File: config.mk
export PLATFORM = sky130hd
export DESIGN_NAME = gb_cpu_sequencer_flat
export DESIGN_NICKNAME = d
export VERILOG_FILES = /design/src/rtl/gb_cpu_sequencer_pkg.sv /design/src/rtl/gb_cpu_sequencer_if.sv /design/src/rtl/gb_cpu_sequencer.sv /design/src/flat_wrapper.sv
export SDC_FILE = /design/constraint.sdc
export NUM_CORES = 1
export LEC_CHECK = 0
export CORE_UTILIZATION = 35
export DETAILED_ROUTE_END_ITERATION = 16
export GPL_TIMING_DRIVEN = 0
export HOLD_SLACK_MARGIN = 0.03
export PLACE_DENSITY_LB_ADDON = 0.1
export SYNTH_ARGS = -nofsm -noshare
export SYNTH_HDL_FRONTEND = slang
export SYNTH_SLANG_ARGS = --single-unit
File: constraint.sdc
create_clock -name clk -period 4.7 [get_ports clk]
set_input_delay 0.47 -clock clk [delete_from_list [all_inputs] [get_ports clk]]
set_output_delay 0.47 -clock clk [all_outputs]
set_load 0.01 [all_outputs]
File: src/rtl/gb_cpu_sequencer_pkg.sv
// gb_cpu_sequencer_pkg: shared control-word, schedule and flag types plus condition evaluation.
package gb_cpu_sequencer_pkg;
   localparam int MAX_STEPS = 6;
   typedef enum logic [1:0] {COND_NZ, COND_Z, COND_NC, COND_C} condition_code_t;
   typedef struct packed {
      logic z;
      logic n;
      logic h;
      logic c;
   } alu_flags_t;
   typedef enum logic [2:0] {
      ADDR_BUS_ZERO, ADDR_BUS_PC, ADDR_BUS_SP, ADDR_BUS_HL,
      ADDR_BUS_BC, ADDR_BUS_DE, ADDR_BUS_WZ, ADDR_BUS_HIGH
   } addr_bus_source_t;
   typedef enum logic [3:0] {
      ALU_NOP, ALU_ADD, ALU_ADC, ALU_SUB, ALU_SBC, ALU_AND, ALU_XOR, ALU_OR,
      ALU_CP, ALU_INC, ALU_DEC, ALU_ROT, ALU_BIT, ALU_RES, ALU_SET, ALU_DAA
   } alu_opcode_t;
   typedef enum logic [1:0] {IDU_NOP, IDU_INC, IDU_DEC, IDU_PASS} idu_opcode_t;
   typedef enum logic [3:0] {
      REG_NONE, REG_A, REG_F, REG_B, REG_C, REG_D, REG_E, REG_H,
      REG_L, REG_W, REG_Z, REG_SP, REG_PC, REG_IR, REG_IE, REG_IF
   } reg_sel_t;
   typedef struct packed {
      addr_bus_source_t addr_bus_source;
      logic bus_read;
      logic bus_write;
      reg_sel_t rx_dest;
      reg_sel_t tx_src;
      alu_opcode_t alu_opcode;
      reg_sel_t alu_dest;
      idu_opcode_t idu_opcode;
      reg_sel_t idu_dest;
      logic cc_check;
   } control_signals_t;
   typedef struct packed {
      logic [2:0] m_cycles;
      control_signals_t [MAX_STEPS-1:0] instruction_controls;
      condition_code_t condition;
      logic cb_prefix_next;
      logic bit_cmd;
   } schedule_t;
   localparam control_signals_t CTRL_NOP = '{
      addr_bus_source: ADDR_BUS_ZERO, bus_read: 1'b0, bus_write: 1'b0,
      rx_dest: REG_NONE, tx_src: REG_NONE, alu_opcode: ALU_NOP, alu_dest: REG_NONE,
      idu_opcode: IDU_NOP, idu_dest: REG_NONE, cc_check: 1'b0};
   localparam control_signals_t CTRL_FETCH = '{
      addr_bus_source: ADDR_BUS_PC, bus_read: 1'b1, bus_write: 1'b0,
      rx_dest: REG_IR, tx_src: REG_NONE, alu_opcode: ALU_NOP, alu_dest: REG_NONE,
      idu_opcode: IDU_INC, idu_dest: REG_PC, cc_check: 1'b0};
   localparam schedule_t BOOT_SCHEDULE = '{
      m_cycles: 3'd1,
      instruction_controls: {{(MAX_STEPS-1){CTRL_NOP}}, CTRL_FETCH},
      condition: COND_NZ, cb_prefix_next: 1'b0, bit_cmd: 1'b0};
   function automatic logic cond_met(input condition_code_t cc, input alu_flags_t f);
      return cc == COND_NZ ? !f.z : cc == COND_Z ? f.z : cc == COND_NC ? !f.c : f.c;
   endfunction
endpackage

File: src/rtl/gb_cpu_sequencer_if.sv
// gb_cpu_sequencer_if: schedule inputs and per-M-cycle control outputs of the sequencer.
interface gb_cpu_sequencer_if;
   import gb_cpu_sequencer_pkg::*;
   logic m_cycle_en;
   schedule_t schedule_i;
   schedule_t irq_schedule_i;
   logic irq_req_i;
   alu_flags_t flags_i;
   control_signals_t ctrl_o;
   logic [2:0] step_o;
   logic last_o;
   logic cb_mode_o;
   logic bit_cmd_o;
   logic irq_ack_o;
   logic cc_fail_o;
   modport master (
      output m_cycle_en, schedule_i, irq_schedule_i, irq_req_i, flags_i,
      input ctrl_o, step_o, last_o, cb_mode_o, bit_cmd_o, irq_ack_o, cc_fail_o
   );
   modport slave (
      input m_cycle_en, schedule_i, irq_schedule_i, irq_req_i, flags_i,
      output ctrl_o, step_o, last_o, cb_mode_o, bit_cmd_o, irq_ack_o, cc_fail_o
   );
endinterface

File: src/rtl/gb_cpu_sequencer.sv
// gb_cpu_sequencer: steps through the active instruction schedule one control word per M-cycle.
module gb_cpu_sequencer
   import gb_cpu_sequencer_pkg::*;
(
   input logic clk,
   input logic reset,
   gb_cpu_sequencer_if.slave bus
);
   schedule_t sched_q;
   logic [2:0] step_q;
   logic cb_q;
   logic irq_ack_q;
   logic [2:0] eff;
   logic last;
   logic take_irq;
   always_comb begin
      eff = sched_q.m_cycles == 3'd0 ? 3'd1
          : sched_q.m_cycles > 3'(MAX_STEPS) ? 3'(MAX_STEPS) : sched_q.m_cycles;
      bus.ctrl_o = sched_q.instruction_controls[step_q];
      bus.cc_fail_o = bus.ctrl_o.cc_check & !cond_met(sched_q.condition, bus.flags_i);
      last = (step_q == eff - 3'd1) | bus.cc_fail_o;
      // never split 0xCB from its suffix; the request simply stays pending
      take_irq = bus.irq_req_i & !sched_q.cb_prefix_next;
      bus.last_o = last;
      bus.step_o = step_q;
      bus.cb_mode_o = cb_q;
      bus.bit_cmd_o = sched_q.bit_cmd;
      bus.irq_ack_o = irq_ack_q;
   end
   always_ff @(posedge clk) begin
      if (reset) begin
         sched_q <= BOOT_SCHEDULE;
         step_q <= 3'd0;
         cb_q <= 1'b0;
         irq_ack_q <= 1'b0;
      end else begin
         irq_ack_q <= bus.m_cycle_en & last & take_irq;
         if (bus.m_cycle_en) begin
            step_q <= last ? 3'd0 : step_q + 3'd1;
            if (last) begin
               sched_q <= take_irq ? bus.irq_schedule_i : bus.schedule_i;
               cb_q <= take_irq ? 1'b0 : sched_q.cb_prefix_next;
            end
         end
      end
   end
endmodule
File: src/flat_wrapper.sv
// flat-port wrapper written by rule: the top's interface ports become plain ports
module gb_cpu_sequencer_flat import gb_cpu_sequencer_pkg::*;
  (clk, reset, bus_m_cycle_en, bus_schedule_i, bus_irq_schedule_i, bus_irq_req_i, bus_flags_i, bus_ctrl_o, bus_step_o, bus_last_o, bus_cb_mode_o, bus_bit_cmd_o, bus_irq_ack_o, bus_cc_fail_o);
  gb_cpu_sequencer_if bus_i ();
  input logic clk;
  input logic reset;
  input wire logic [$bits(bus_i.m_cycle_en)-1:0] bus_m_cycle_en;
  input wire logic [$bits(bus_i.schedule_i)-1:0] bus_schedule_i;
  input wire logic [$bits(bus_i.irq_schedule_i)-1:0] bus_irq_schedule_i;
  input wire logic [$bits(bus_i.irq_req_i)-1:0] bus_irq_req_i;
  input wire logic [$bits(bus_i.flags_i)-1:0] bus_flags_i;
  output wire logic [$bits(bus_i.ctrl_o)-1:0] bus_ctrl_o;
  output wire logic [$bits(bus_i.step_o)-1:0] bus_step_o;
  output wire logic [$bits(bus_i.last_o)-1:0] bus_last_o;
  output wire logic [$bits(bus_i.cb_mode_o)-1:0] bus_cb_mode_o;
  output wire logic [$bits(bus_i.bit_cmd_o)-1:0] bus_bit_cmd_o;
  output wire logic [$bits(bus_i.irq_ack_o)-1:0] bus_irq_ack_o;
  output wire logic [$bits(bus_i.cc_fail_o)-1:0] bus_cc_fail_o;
  assign bus_i.m_cycle_en = bus_m_cycle_en;
  assign bus_i.schedule_i = bus_schedule_i;
  assign bus_i.irq_schedule_i = bus_irq_schedule_i;
  assign bus_i.irq_req_i = bus_irq_req_i;
  assign bus_i.flags_i = bus_flags_i;
  assign bus_ctrl_o = bus_i.ctrl_o;
  assign bus_step_o = bus_i.step_o;
  assign bus_last_o = bus_i.last_o;
  assign bus_cb_mode_o = bus_i.cb_mode_o;
  assign bus_bit_cmd_o = bus_i.bit_cmd_o;
  assign bus_irq_ack_o = bus_i.irq_ack_o;
  assign bus_cc_fail_o = bus_i.cc_fail_o;
  gb_cpu_sequencer u_core (.clk(clk), .reset(reset), .bus(bus_i));
endmodule
* After elaboration in Yosys (flattened, before gate mapping) *
Cells that the tools add are included.
W data, S select, Z words.

word-level totals
  register bits = 180
  input port bits = 358
  output and inout bits = 36
  word-level logic and storage cells = 96

operators by class
  add/subtract/negate cells = 2
  $lt $le $gt $ge = 2
  eq/ne operators = 3
  multiplexer cells = 10
  bitwise gates (word level) = 5
  reduce and logical (&&, ||, !) cells = 7

operator list
  operator               count
  $mux W175              1
  $bmux W28 S3           1
  $mux W28               1
  $mux W3                3
  $and A1 B1 Y1          4
  $logic_not A1 Y1       4
  $lt A3 B4 Y1 const B   1
  $mux W1                4
  $add A3 B1 Y3 const B  1
  $eq A3 B3 Y1           1
  $gt A3 B3 Y1 const B   1
  $logic_not A3 Y1       1
  $sub A3 B1 Y3 const B  1
  $eq A2 B1 Y1 const B   1
  $eq A2 B2 Y1 const B   1
  $logic_not A2 Y1       1
  $reduce_and A2 Y1      1
  $or A1 B1 Y1           1

* Longest topological paths before layout *
Gate-level depths: netlist of run 1.

  depth after elaboration = 9
  depth in mapped cells = 10
  depth with buffers taken out = 8

* Worst setup path before layout of run 1 *
Ideal clock, no wire load.

  kind = reg2out
  start point = register u_core.step_q[0] (netlist: u_core.bus.step_o[0])
  end point = output bus_ctrl_o[18]
  arrival time = 1.982 ns
  data required time = 4.230 ns
  setup slack = 2.248 ns
  stages on the path, launching flop included = 8
  buffers on the path = 5
  path through = dfxtp_1 > buf_2 > buf_2 > buf_2 > buf_2 > buf_4 > mux2i_1 > o22ai_1

on the way
  cells in the longest elaborated chain, start to end = 2

RTL lines
  element                         RTL line                source
  from (decl)                     gb_cpu_sequencer.sv:10  logic [2:0] step_q;
  from (signal assigned)          gb_cpu_sequencer.sv:39  step_q <= last ? 3'd0 : step_q + 3'd1;
  $bmux W28 S3                    gb_cpu_sequencer.sv:19  bus.ctrl_o = sched_q.instruction_controls[step_q];
  $mux W28 (implied by the code)  gb_cpu_sequencer.sv:19
  to (decl)                       flat_wrapper.sv:12      output wire logic [$bits(bus_i.ctrl_o)-1:0] bus_ctrl_o;

Every way passes these cells. The select of a mux whose other input is x is not followed.

* Worst setup path after layout of run 1 *
  start point = register u_core.step_q[0] (netlist: u_core.bus.step_o[0])
  end point = output bus_ctrl_o[26]

Same word-level chain as after synthesis.

==> impl_metrics.env, run 1 <==
export IMPL_antenna_found_initial=1
export IMPL_p_comb_frac=0.496
export IMPL_r2r_slack_ns=1.94
export IMPL_fillers=3200
export IMPL_ctsLongestPathBuffers=2
export IMPL_fin_crit_sh=0.862
export IMPL_core_area_um2=32500
export IMPL_diodes=0
export IMPL_synth_seq_area_share=0.312
export IMPL_multiInputGateArea_um2=7210
export IMPL_cts_resized=0
export IMPL_grtUsageMet3=0.0440
export IMPL_synth_ff_type="dfxtp_1"
export IMPL_clk_latency_ns=0.45
export IMPL_post_synth_num_cell_types=42
export IMPL_grt_max_degree=20
export IMPL_dieArea_um2=33800
export IMPL_drv_cap=0
export IMPL_vias=10400
export IMPL_grt_pass1_vias=10400
export IMPL_start_util=0.355
export IMPL_reg2reg_from="u_core.sched_q[174]$_SDFFE_PP0P_"
export IMPL_pwr_share_clk=0.207
export IMPL_drt_iter0_drc=512
export IMPL_fmax_ghz=0.247
export IMPL_tightest_slew_ns=1.04
export IMPL_drv_slew=0
export IMPL_power_switching_uw=2660
export IMPL_rsz0062_at_grt="false"
export IMPL_drt_pre_antenna_iters=4
export IMPL_std_cell_rows=66
export IMPL_grt_total_usage=0.245
export IMPL_nets=2083
export IMPL_p_int_uw=4800
export IMPL_power_total_uw=7460
export IMPL_setup_viol=0
export IMPL_critical_path_required_ns=4.23
export IMPL_regArea_um2=3600
export IMPL_cp_end_kind="output port"
export IMPL_layout_common_cells="389 x clkdlybuf4s50_1, 334 x nand2_1, 180 x dfxtp_1"
export IMPL_use_met2=0.405
export IMPL_holdPathStages=3
export IMPL_hpwl_mm=32.9
export IMPL_power_frac_seq=0.297
export IMPL_min_to="u_core.bus.step_o[1]$_SDFFE_PP0P_"
export IMPL_dieWidth_um=184
export IMPL_period_minus_slack_ns=4.05
export IMPL_hold_path_class="input port to flop"
export IMPL_critPathLaunch="u_core.bus.step_o[0]$_SDFFE_PP0P_"
export IMPL_synth_warnings=0
export IMPL_grt_pass1_wl_mm=61.5
export IMPL_min_from="bus_m_cycle_en"
export IMPL_swShare=0.356
export IMPL_ir_drop_v=0.000266
export IMPL_hold_viol=0
export IMPL_cts_root_buffer="clkbuf_16"
export IMPL_async_flop_share=0
export IMPL_worstSetupStartpointType="flop"
export IMPL_synth_avg_cell_area_um2=8.79
export IMPL_ys_seq_elements=180
export IMPL_synth_area_um2=11600
export IMPL_drtAntennaViolNets=0
export IMPL_status="finished clean"
export IMPL_tns_ns=0
export IMPL_gr_total_overflow=0
export IMPL_die_height_um=184
export IMPL_worstReg2RegEnd="u_core.sched_q[104]$_SDFFE_PP0P_"
export IMPL_post_route_drc_count=0
export IMPL_final_area_um2=16600
export IMPL_portBuffers=389
export IMPL_powerDensity_nw_per_um2=448
export IMPL_hold_buffers=0
export IMPL_cts_sinks=180
export IMPL_mostFrequentLayoutCell="clkdlybuf4s50_1"
export IMPL_placed_area_um2=16000
export IMPL_synthCells=1315
export IMPL_pin_count=394
export IMPL_worst_r2r_cell_count=8
export IMPL_worstSetupPathType="flop to output port"
export IMPL_area_growth_synth_to_final_pct=43.9
export IMPL_wirelength_mm=41.4
export IMPL_p_leak_uw=0.00685
export IMPL_use_met1=0.333
export IMPL_cts_setup_buffers=0
export IMPL_vias_per_cell=4.78
export IMPL_htree_levels=4
export IMPL_cts_tree="built"
export IMPL_worstPathMaxFanout=10
export IMPL_wl_per_cell_um=19.0
export IMPL_cp_arrival_ns=3.58
export IMPL_synth_nets=1675
export IMPL_grt_busiest_layer="met2"
export IMPL_place_congestion=0.815
export IMPL_fin_skew_ns=0.0153
export IMPL_synth_edff_count=0
export IMPL_cts_clk_slew_worst_paths_ns=0.07
export IMPL_max_slew_margin_rel=0.308
export IMPL_drive_above_1_share=0.146
export IMPL_numCtsBuffers=17
==> metrics by stage <==
| stage | utilization | std cells | worst slack, ns | hold slack [ns] |
|---|---|---|---|---|
| floorplan | - | 1315 | 2.25 | 0.477 |
| global placement | 0.492 | 2146 | 1.06 | 0.468 |
| detailed placement | 0.492 | 2146 | 1.03 | 0.466 |
| CTS | 0.511 | 2178 | 0.550 | 0.368 |
| global route | 0.511 | 2178 | 0.424 | 0.400 |
| finish | 0.511 | 2178 | 0.648 | 0.382 |
==> worst max path at each step <==
stage / depth (start not counted) / end / slack, ns
floorplan: 7 / bus_ctrl_o[18] / 2.25
global placement: 8 / bus_ctrl_o[26] / 1.06
detailed placement: 8 / bus_ctrl_o[26] / 1.03
CTS: 8 / bus_ctrl_o[26] / 0.55
global route: 8 / bus_ctrl_o[26] / 0.42
finish: 8 / bus_ctrl_o[26] / 0.65
==> worst max-delay path, stage by stage (launching register included) <==
cell and delay, ns:
dfxtp_1 0.39, buf_2 0.22, buf_2 0.37, buf_2 0.42, buf_2 0.41, buf_4 0.30
mux2i_1 0.10, o22ai_1 0.30, clkdlybuf4s50_1 0.61
==> cells by family (layout without fill, tap and decap cells) <==
kind of cell | Yosys count | count (layout) | synth area share
and+or+nand+nor | 538 | 538 | 0.218
muxes | 232 | 232 | 0.300
buffers and inverters | 144 | 565 | 0.0644
adders and majority gates | 2 | 2 | 0.00216
DFF | 180 | 180 | 0.312
xor gates and xnor gates | 4 | 4 | 0.00303
AOI/OAI and AO/OA | 215 | 215 | 0.101
==> registers in the layout, indices dropped and copies added (netlist names) <==
register              count
u_core.bus.step_o         3
u_core.bus.irq_ack_o      1
u_core.sched_q          174
u_core.bus.bit_cmd_o      1
u_core.bus.cb_mode_o      1
==> cell usage after synthesis (2+ instances only) <==
library cell | n | area share
nand2_1 | 334 | 0.11
dfxtp_1 | 180 | 0.31
a21oi_1 | 169 | 0.073
nor2b_1 | 166 | 0.090
mux2_4 | 160 | 0.21
clkbuf_1 | 83 | 0.027
mux2i_1 | 40 | 0.035
inv_1 | 28 | 0.0091
mux4_2 | 27 | 0.053
o22ai_1 | 27 | 0.015
nor2_1 | 12 | 0.0039
buf_6 | 10 | 0.0097
buf_8 | 10 | 0.013
a211oi_1 | 9 | 0.0058
and2_1 | 9 | 0.0049
buf_2 | 6 | 0.0026
nand2b_1 | 6 | 0.0032
mux2_1 | 5 | 0.0049
buf_1 | 4 | 0.0013
o211ai_1 | 3 | 0.0019
xnor2_1 | 3 | 0.0023
buf_4 | 2 | 0.0013
ha_1 | 2 | 0.0022
nor3_1 | 2 | 0.00087
==> cell type report <==
type	count	area share
Sequential cell	180	0.217
Clock buffer	17	0.0256
Timing Repair Buffer	389	0.234
Tap cell	442	0.0332
Multi-Input combinational cell	991	0.433
Inverter	29	0.00662
Buffer	115	0.0381
Clock inverter	15	0.0123
==> power by group through the flow <==
stage	logic, uW	clock network, uW	registers [uW]
5_1_grt	3930	1640	2260
3_3_place_gp	3680	0	2240
4_1_cts	3720	1570	2210
3_5_place_dp	3700	0	2230
2_1_floorplan	2540	0	2100
6_report	3700	1540	2220
==> per-layer routing <==
layer / part of all wire / wire length [um]
met2: 0.46 / 19100
met1: 0.48 / 19800
met4: 0.010 / 427
met3: 0.051 / 2120
met5: 0.00041 / 17
(Power assumes the default switching activity.)
==> run 2, diff against run 1 <==
--- a/config.mk
+++ b/config.mk
@@ -7,7 +7,6 @@
 export LEC_CHECK = 0
 export CORE_UTILIZATION = 35
 export DETAILED_ROUTE_END_ITERATION = 16
-export GPL_TIMING_DRIVEN = 0
 export HOLD_SLACK_MARGIN = 0.03
 export PLACE_DENSITY_LB_ADDON = 0.1
 export SYNTH_ARGS = -nofsm -noshare
==> impl_metrics.env, run 2 (synthesis gave the netlist of run 1 again) <==
export IMPL_status="finished clean"
export IMPL_r2r_slack_ns=1.41
export IMPL_rsz0062_at_grt="false"
export IMPL_worstPathMaxFanout=47
export IMPL_dp_slack_ns=1.42
export IMPL_tns_ns=0
export IMPL_std_cell_rows=66
export IMPL_hpwl_mm=25.4
export IMPL_drtAntennaViolNets=0
export IMPL_hold_buffers=0
export IMPL_slowest_stage="dfxtp_4"
export IMPL_cp_cell_sequence="buf_4 > mux4_2 > inv_1 > o22ai_1 > clkdlybuf4s50_1"
export IMPL_wl_per_cell_um=17.2
export IMPL_reg2reg_from="u_core.bus.step_o[0]$_SDFFE_PP0P_"
export IMPL_top_register="u_core.sched_q"
export IMPL_cts_sinks=180
export IMPL_critPathLaunch="u_core.bus.step_o[0]$_SDFFE_PP0P_"
export IMPL_area_growth_synth_to_final_pct=40.4
export IMPL_nets=1985
export IMPL_worstSetupPathType="flop to output port"
export IMPL_gr_total_overflow=0
export IMPL_p_int_uw=4570
export IMPL_htree_levels=4
export IMPL_cts_resized=0
export IMPL_p_leak_uw=0.00668
export IMPL_vias_per_cell=4.74
export IMPL_portBuffers=391
export IMPL_max_slew_margin_rel=0.347
export IMPL_numCtsBuffers=17
export IMPL_antenna_found_initial=0
export IMPL_p_comb_frac=0.478
export IMPL_drt_iter0_drc=527
export IMPL_grt_total_usage=0.207
export IMPL_layout_common_cells="390 x clkdlybuf4s50_1, 334 x nand2_1, 177 x dfxtp_1"
export IMPL_ctsLongestPathBuffers=2
export IMPL_fin_crit_sh=0.770
export IMPL_drv_slew=0
export IMPL_largest_reg_flops=174
export IMPL_critical_path_max_stage_delay_ns=0.91
export IMPL_mostFrequentLayoutCell="clkdlybuf4s50_1"
export IMPL_cp_end_kind="output port"
export IMPL_hold_path_class="flop to flop"
export IMPL_grt_pass1_wl_mm=54.0
export IMPL_vias=9868
export IMPL_fmax_ghz=0.276
export IMPL_cts_clk_slew_worst_paths_ns=0.07
export IMPL_cts_setup_buffers=0
export IMPL_worstReg2RegEnd="u_core.sched_q[100]$_SDFFE_PP0P_"
export IMPL_core_area_um2=32500
export IMPL_setup_ws_ns=1.08
export IMPL_drt_pre_antenna_iters=4
export IMPL_die_height_um=184
export IMPL_hold_viol=0
export IMPL_wirelength_mm=35.7
export IMPL_drive_above_1_share=0.150
export IMPL_dieWidth_um=184
export IMPL_fin_skew_ns=0.0206
export IMPL_ir_drop_v=0.000297
export IMPL_post_route_drc_count=0
export IMPL_clk_latency_ns=0.44
export IMPL_drv_cap=0
export IMPL_cts_tree="built"
export IMPL_powerDensity_nw_per_um2=434
export IMPL_setup_viol=0
export IMPL_power_total_uw=7040
export IMPL_pwr_share_clk=0.201
export IMPL_worst_r2r_cell_count=7
export IMPL_swShare=0.351
export IMPL_cts_root_buffer="clkbuf_16"
export IMPL_grt_max_degree=156
export IMPL_fillers=3192
export IMPL_pin_count=394
export IMPL_tightest_slew_ns=0.979
export IMPL_power_frac_seq=0.320
export IMPL_start_util=0.355
export IMPL_cp_arrival_ns=3.15
export IMPL_grt_pass1_vias=9494
export IMPL_dieArea_um2=33800
export IMPL_fin_util=0.499
export IMPL_period_minus_slack_ns=3.62
export IMPL_diodes=0
export IMPL_worstSetupStartpointType="flop"
export IMPL_crit_end="bus_ctrl_o[24]"
export IMPL_place_congestion=0.767
export IMPL_critical_path_required_ns=4.23
export IMPL_power_switching_uw=2470
-- run 2: cell types whose count changed in the layout (fill, tap and decap cells not counted), sizes merged --
| cell | previous run | this run |
|---|---|---|
| clkbuf | 100 | 19 |
| buf | 32 | 16 |
| bufinv | 2 | 0 |
| clkdlybuf4s50 | 389 | 390 |
| clkinv | 5 | 6 |
| inv | 37 | 36 |
-- run 2: cell type report --
class                   instances  area (um2)  share of cell area
well taps                     442         553              0.0341
multi-input cells             991        7230               0.446
clock buffers                  19         443              0.0273
flip-flops and latches        180        3610               0.222
repair buffers                406        4140               0.255
clock inverters                13         133             0.00817
inverters                      29         110             0.00679
-- run 2: layer usage --
layer / up-vias / track usage / share of wire
met4: 0 / 0.0393 / 0.0068
met3: 13 / 0.0376 / 0.048
met5: - / 0 / 0
met1: 4592 / 0.299 / 0.51
li1: 5016 / - / -
met2: 247 / 0.321 / 0.44
-- run 2: per-stage QoR --
stage | area, um2 | hold slack (ns) | cells
after detailed placement | 15700 | 0.477 | 2048
final | 16200 | 0.498 | 2080
after CTS | 16200 | 0.501 | 2080
after global routing | 16200 | 0.531 | 2080
after global placement | 15700 | 0.467 | 2048
after floorplan | 11600 | 0.477 | 1315
-- run 2: how the worst min path moves through the flow --
stage | startpoint | end | slack, ns | cells after the start
6_report | u_core.bus.cb_mode_o$_SDFFE_PP0P_ | u_core.bus.cb_mode_o$_SDFFE_PP0P_ | 0.50 | 2
5_1_grt | u_core.bus.cb_mode_o$_SDFFE_PP0P_ | u_core.bus.cb_mode_o$_SDFFE_PP0P_ | 0.53 | 2
4_1_cts | u_core.bus.cb_mode_o$_SDFFE_PP0P_ | u_core.bus.cb_mode_o$_SDFFE_PP0P_ | 0.50 | 2
3_5_place_dp | u_core.bus.cb_mode_o$_SDFFE_PP0P_ | u_core.bus.cb_mode_o$_SDFFE_PP0P_ | 0.48 | 2
3_3_place_gp | u_core.bus.cb_mode_o$_SDFFE_PP0P_ | u_core.bus.cb_mode_o$_SDFFE_PP0P_ | 0.47 | 2
2_1_floorplan | u_core.sched_q[173]$_SDFFE_PP0P_ | u_core.sched_q[173]$_SDFFE_PP0P_ | 0.48 | 2
-- run 2: power groups by stage --
stage	clock, uW	sequential, uW	combinational [uW]
final	1420	2260	3360
after global routing	1510	2310	3590
after CTS	1460	2250	3390
after floorplan	0	2100	2540
after detailed placement	0	2280	3380
after global placement	0	2280	3350
-- run 2: worst max-delay path: cells and delay by family, from the launching register on --
kind | cells | cell delay, ns
buffers and inverters | 3 | 1.15
AO/OA/AOI/OAI | 1 | 0.09
flip-flops | 1 | 0.91
multiplexers | 1 | 0.55
==> run 3, diff against run 2 <==
==> constraint.sdc (replaced) <==
create_clock -name clk -period 3.5 [get_ports clk]
set_input_delay 0.35 -clock clk [delete_from_list [all_inputs] [get_ports clk]]
set_output_delay 0.35 -clock clk [all_outputs]
set_load 0.01 [all_outputs]
==> impl_metrics.env, run 3 (synthesis gave the netlist of run 1 again) <==
export IMPL_status="finished clean"
export IMPL_cts_tree="built"
export IMPL_critical_path_buf_inv_count=1
export IMPL_holdPathStages=2
export IMPL_min_to="u_core.bus.cb_mode_o$_SDFFE_PP0P_"
export IMPL_ir_drop_v=0.000331
export IMPL_post_route_drc_count=0
export IMPL_place_congestion=0.771
export IMPL_hold_path_class="flop to flop"
export IMPL_vias_per_cell=4.77
export IMPL_drv_slew=0
export IMPL_worstReg2RegEnd="u_core.sched_q[120]$_SDFFE_PP0P_"
export IMPL_gr_total_overflow=0
export IMPL_rsz0062_at_grt="false"
export IMPL_tightest_slew_ns=0.689
export IMPL_die_height_um=184
export IMPL_top_register="u_core.sched_q"
export IMPL_drtAntennaViolNets=0
export IMPL_critical_path_required_ns=3.15
export IMPL_cp_end_kind="output port"
export IMPL_wirelength_mm=35.7
export IMPL_r2r_slack_ns=0.80
export IMPL_p_leak_uw=0.00670
export IMPL_dieArea_um2=33800
export IMPL_numCtsBuffers=17
export IMPL_fin_skew_ns=0.0145
export IMPL_drt_iter0_drc=614
export IMPL_std_cell_rows=66
export IMPL_max_slew_margin_rel=0.541
export IMPL_cp_arrival_ns=2.87
export IMPL_drt_pre_antenna_iters=5
export IMPL_worstPathMaxFanout=5
export IMPL_period_minus_slack_ns=3.22
export IMPL_ctsLongestPathBuffers=2
export IMPL_core_area_um2=32500
export IMPL_pin_count=394
export IMPL_reg2reg_from="u_core.sched_q[172]$_SDFFE_PP1P_"
export IMPL_setup_viol=0
export IMPL_setup_ws_ns=0.283
export IMPL_grt_pass1_wl_mm=54.7
export IMPL_cp_cell_sequence="a21boi_1 > nor2_1 > ha_1 > xnor2_1 > xnor2_1 > or4_4 > nand2_1 > clkdlybuf4s50_1"
export IMPL_largest_reg_flops=174
export IMPL_start_util=0.355
export IMPL_worst_r2r_cell_count=10
export IMPL_grt_max_degree=106
export IMPL_cts_clk_slew_worst_paths_ns=0.07
export IMPL_hold_viol=0
export IMPL_powerDensity_nw_per_um2=582
export IMPL_layout_common_cells="390 x clkdlybuf4s50_1, 334 x nand2_1, 177 x dfxtp_1"
export IMPL_drive_above_1_share=0.152
export IMPL_htree_levels=4
export IMPL_dp_slack_ns=0.540
export IMPL_cts_root_buffer="clkbuf_16"
export IMPL_area_growth_synth_to_final_pct=40.6
export IMPL_cts_sinks=180
export IMPL_min_from="u_core.bus.cb_mode_o$_SDFFE_PP0P_"
export IMPL_hold_ws_ns=0.485
export IMPL_fin_crit_sh=0.919
export IMPL_worstSetupStartpointType="flop"
export IMPL_portBuffers=391
export IMPL_slowest_stage="or4_4"
export IMPL_worst_path_most_repeated_cell="xnor2_1"
export IMPL_grt_total_usage=0.210
export IMPL_mostFrequentLayoutCell="clkdlybuf4s50_1"
export IMPL_crit_family="simple AND/OR/NAND/NOR gates"
export IMPL_hpwl_mm=25.3
export IMPL_clk_latency_ns=0.43
export IMPL_drv_cap=0
export IMPL_diodes=0
export IMPL_fin_util=0.500
export IMPL_nets=1990
export IMPL_critical_path_max_stage_delay_ns=0.59
export IMPL_fillers=3147
export IMPL_wl_per_cell_um=17.1
export IMPL_vias=9938
export IMPL_tns_ns=0
export IMPL_worstSetupPathType="flop to output port"
export IMPL_grt_pass1_vias=9512
export IMPL_antenna_found_initial=1
export IMPL_dieWidth_um=184
export IMPL_fmax_ghz=0.311
run 3: changes by cell type in the layout (fill, tap and decap cells not counted), sizes merged:
| cell | change |
|---|---|
| inv | +3 |
| clkinv | -4 |
| buf | +5 |
run 3: per-layer routing:
metal	part of all wire	GRT usage	vias to the layer above
met5	0.00025	0	-
met2	0.43	0.310	267
met4	0.012	0.0487	2
met3	0.058	0.0446	26
li1	-	-	5025
met1	0.50	0.308	4618
run 3: what timing repair did:
item                                    4_1_cts  5_1_grt
endpoints found under the setup margin        0        1
hold endpoints to repair                      0        0
gates resized for setup                       0        2
setup buffers                                 0        0
hold buffers                                  0        0
run 3: worst reg2reg max path: stages, from the launching register on:
cell and delay, ns:
dfxtp_1 0.33, a21boi_1 0.25, nor2_1 0.09, ha_1 0.20, xnor2_1 0.14, xnor2_1 0.17, nor4_2 0.51, o21ai_4 0.10
buf_4 0.18, buf_12 0.21, mux2_4 0.42
run 3: stage by stage:
stage	power (uW)	std cells	instance area, um2
2_1_floorplan	6240	1315	11600
3_3_place_gp	7580	2053	15700
3_5_place_dp	7620	2053	15700
4_1_cts	9530	2084	16300
5_1_grt	10000	2084	16300
6_report	9450	2084	16300
run 3: worst max-delay path by stage:
stage               slack (ns)  cells after the start                              from                          endpoint
floorplan                 1.09                      8  u_core.sched_q[172]$_SDFFE_PP1P_  u_core.sched_q[104]$_SDFFE_PP0P_
global placement          0.58                      8  u_core.sched_q[172]$_SDFFE_PP1P_                        bus_last_o
detailed placement        0.54                      8  u_core.sched_q[172]$_SDFFE_PP1P_                        bus_last_o
CTS                       0.06                      8  u_core.sched_q[172]$_SDFFE_PP1P_                        bus_last_o
global route               0.1                      8  u_core.sched_q[172]$_SDFFE_PP1P_                        bus_last_o
finish                    0.28                      8  u_core.sched_q[172]$_SDFFE_PP1P_                        bus_last_o
run 3: report_power, final:
part	internal (uW)	switching, uW	total [uW]
clock	959	912	1870
sequential	2620	376	3000
combinational	2580	2010	4590
run 3: area by class of cell:
cell class | instances | area, um2 | area share
clock inverter | 12 | 109 | 0.00670
sequential | 180 | 3610 | 0.222
timing repair buffer | 411 | 4190 | 0.258
multi-input combinational | 991 | 7240 | 0.445
inverter | 29 | 110 | 0.00677
clock buffer | 19 | 443 | 0.0272
tap | 442 | 553 | 0.0340
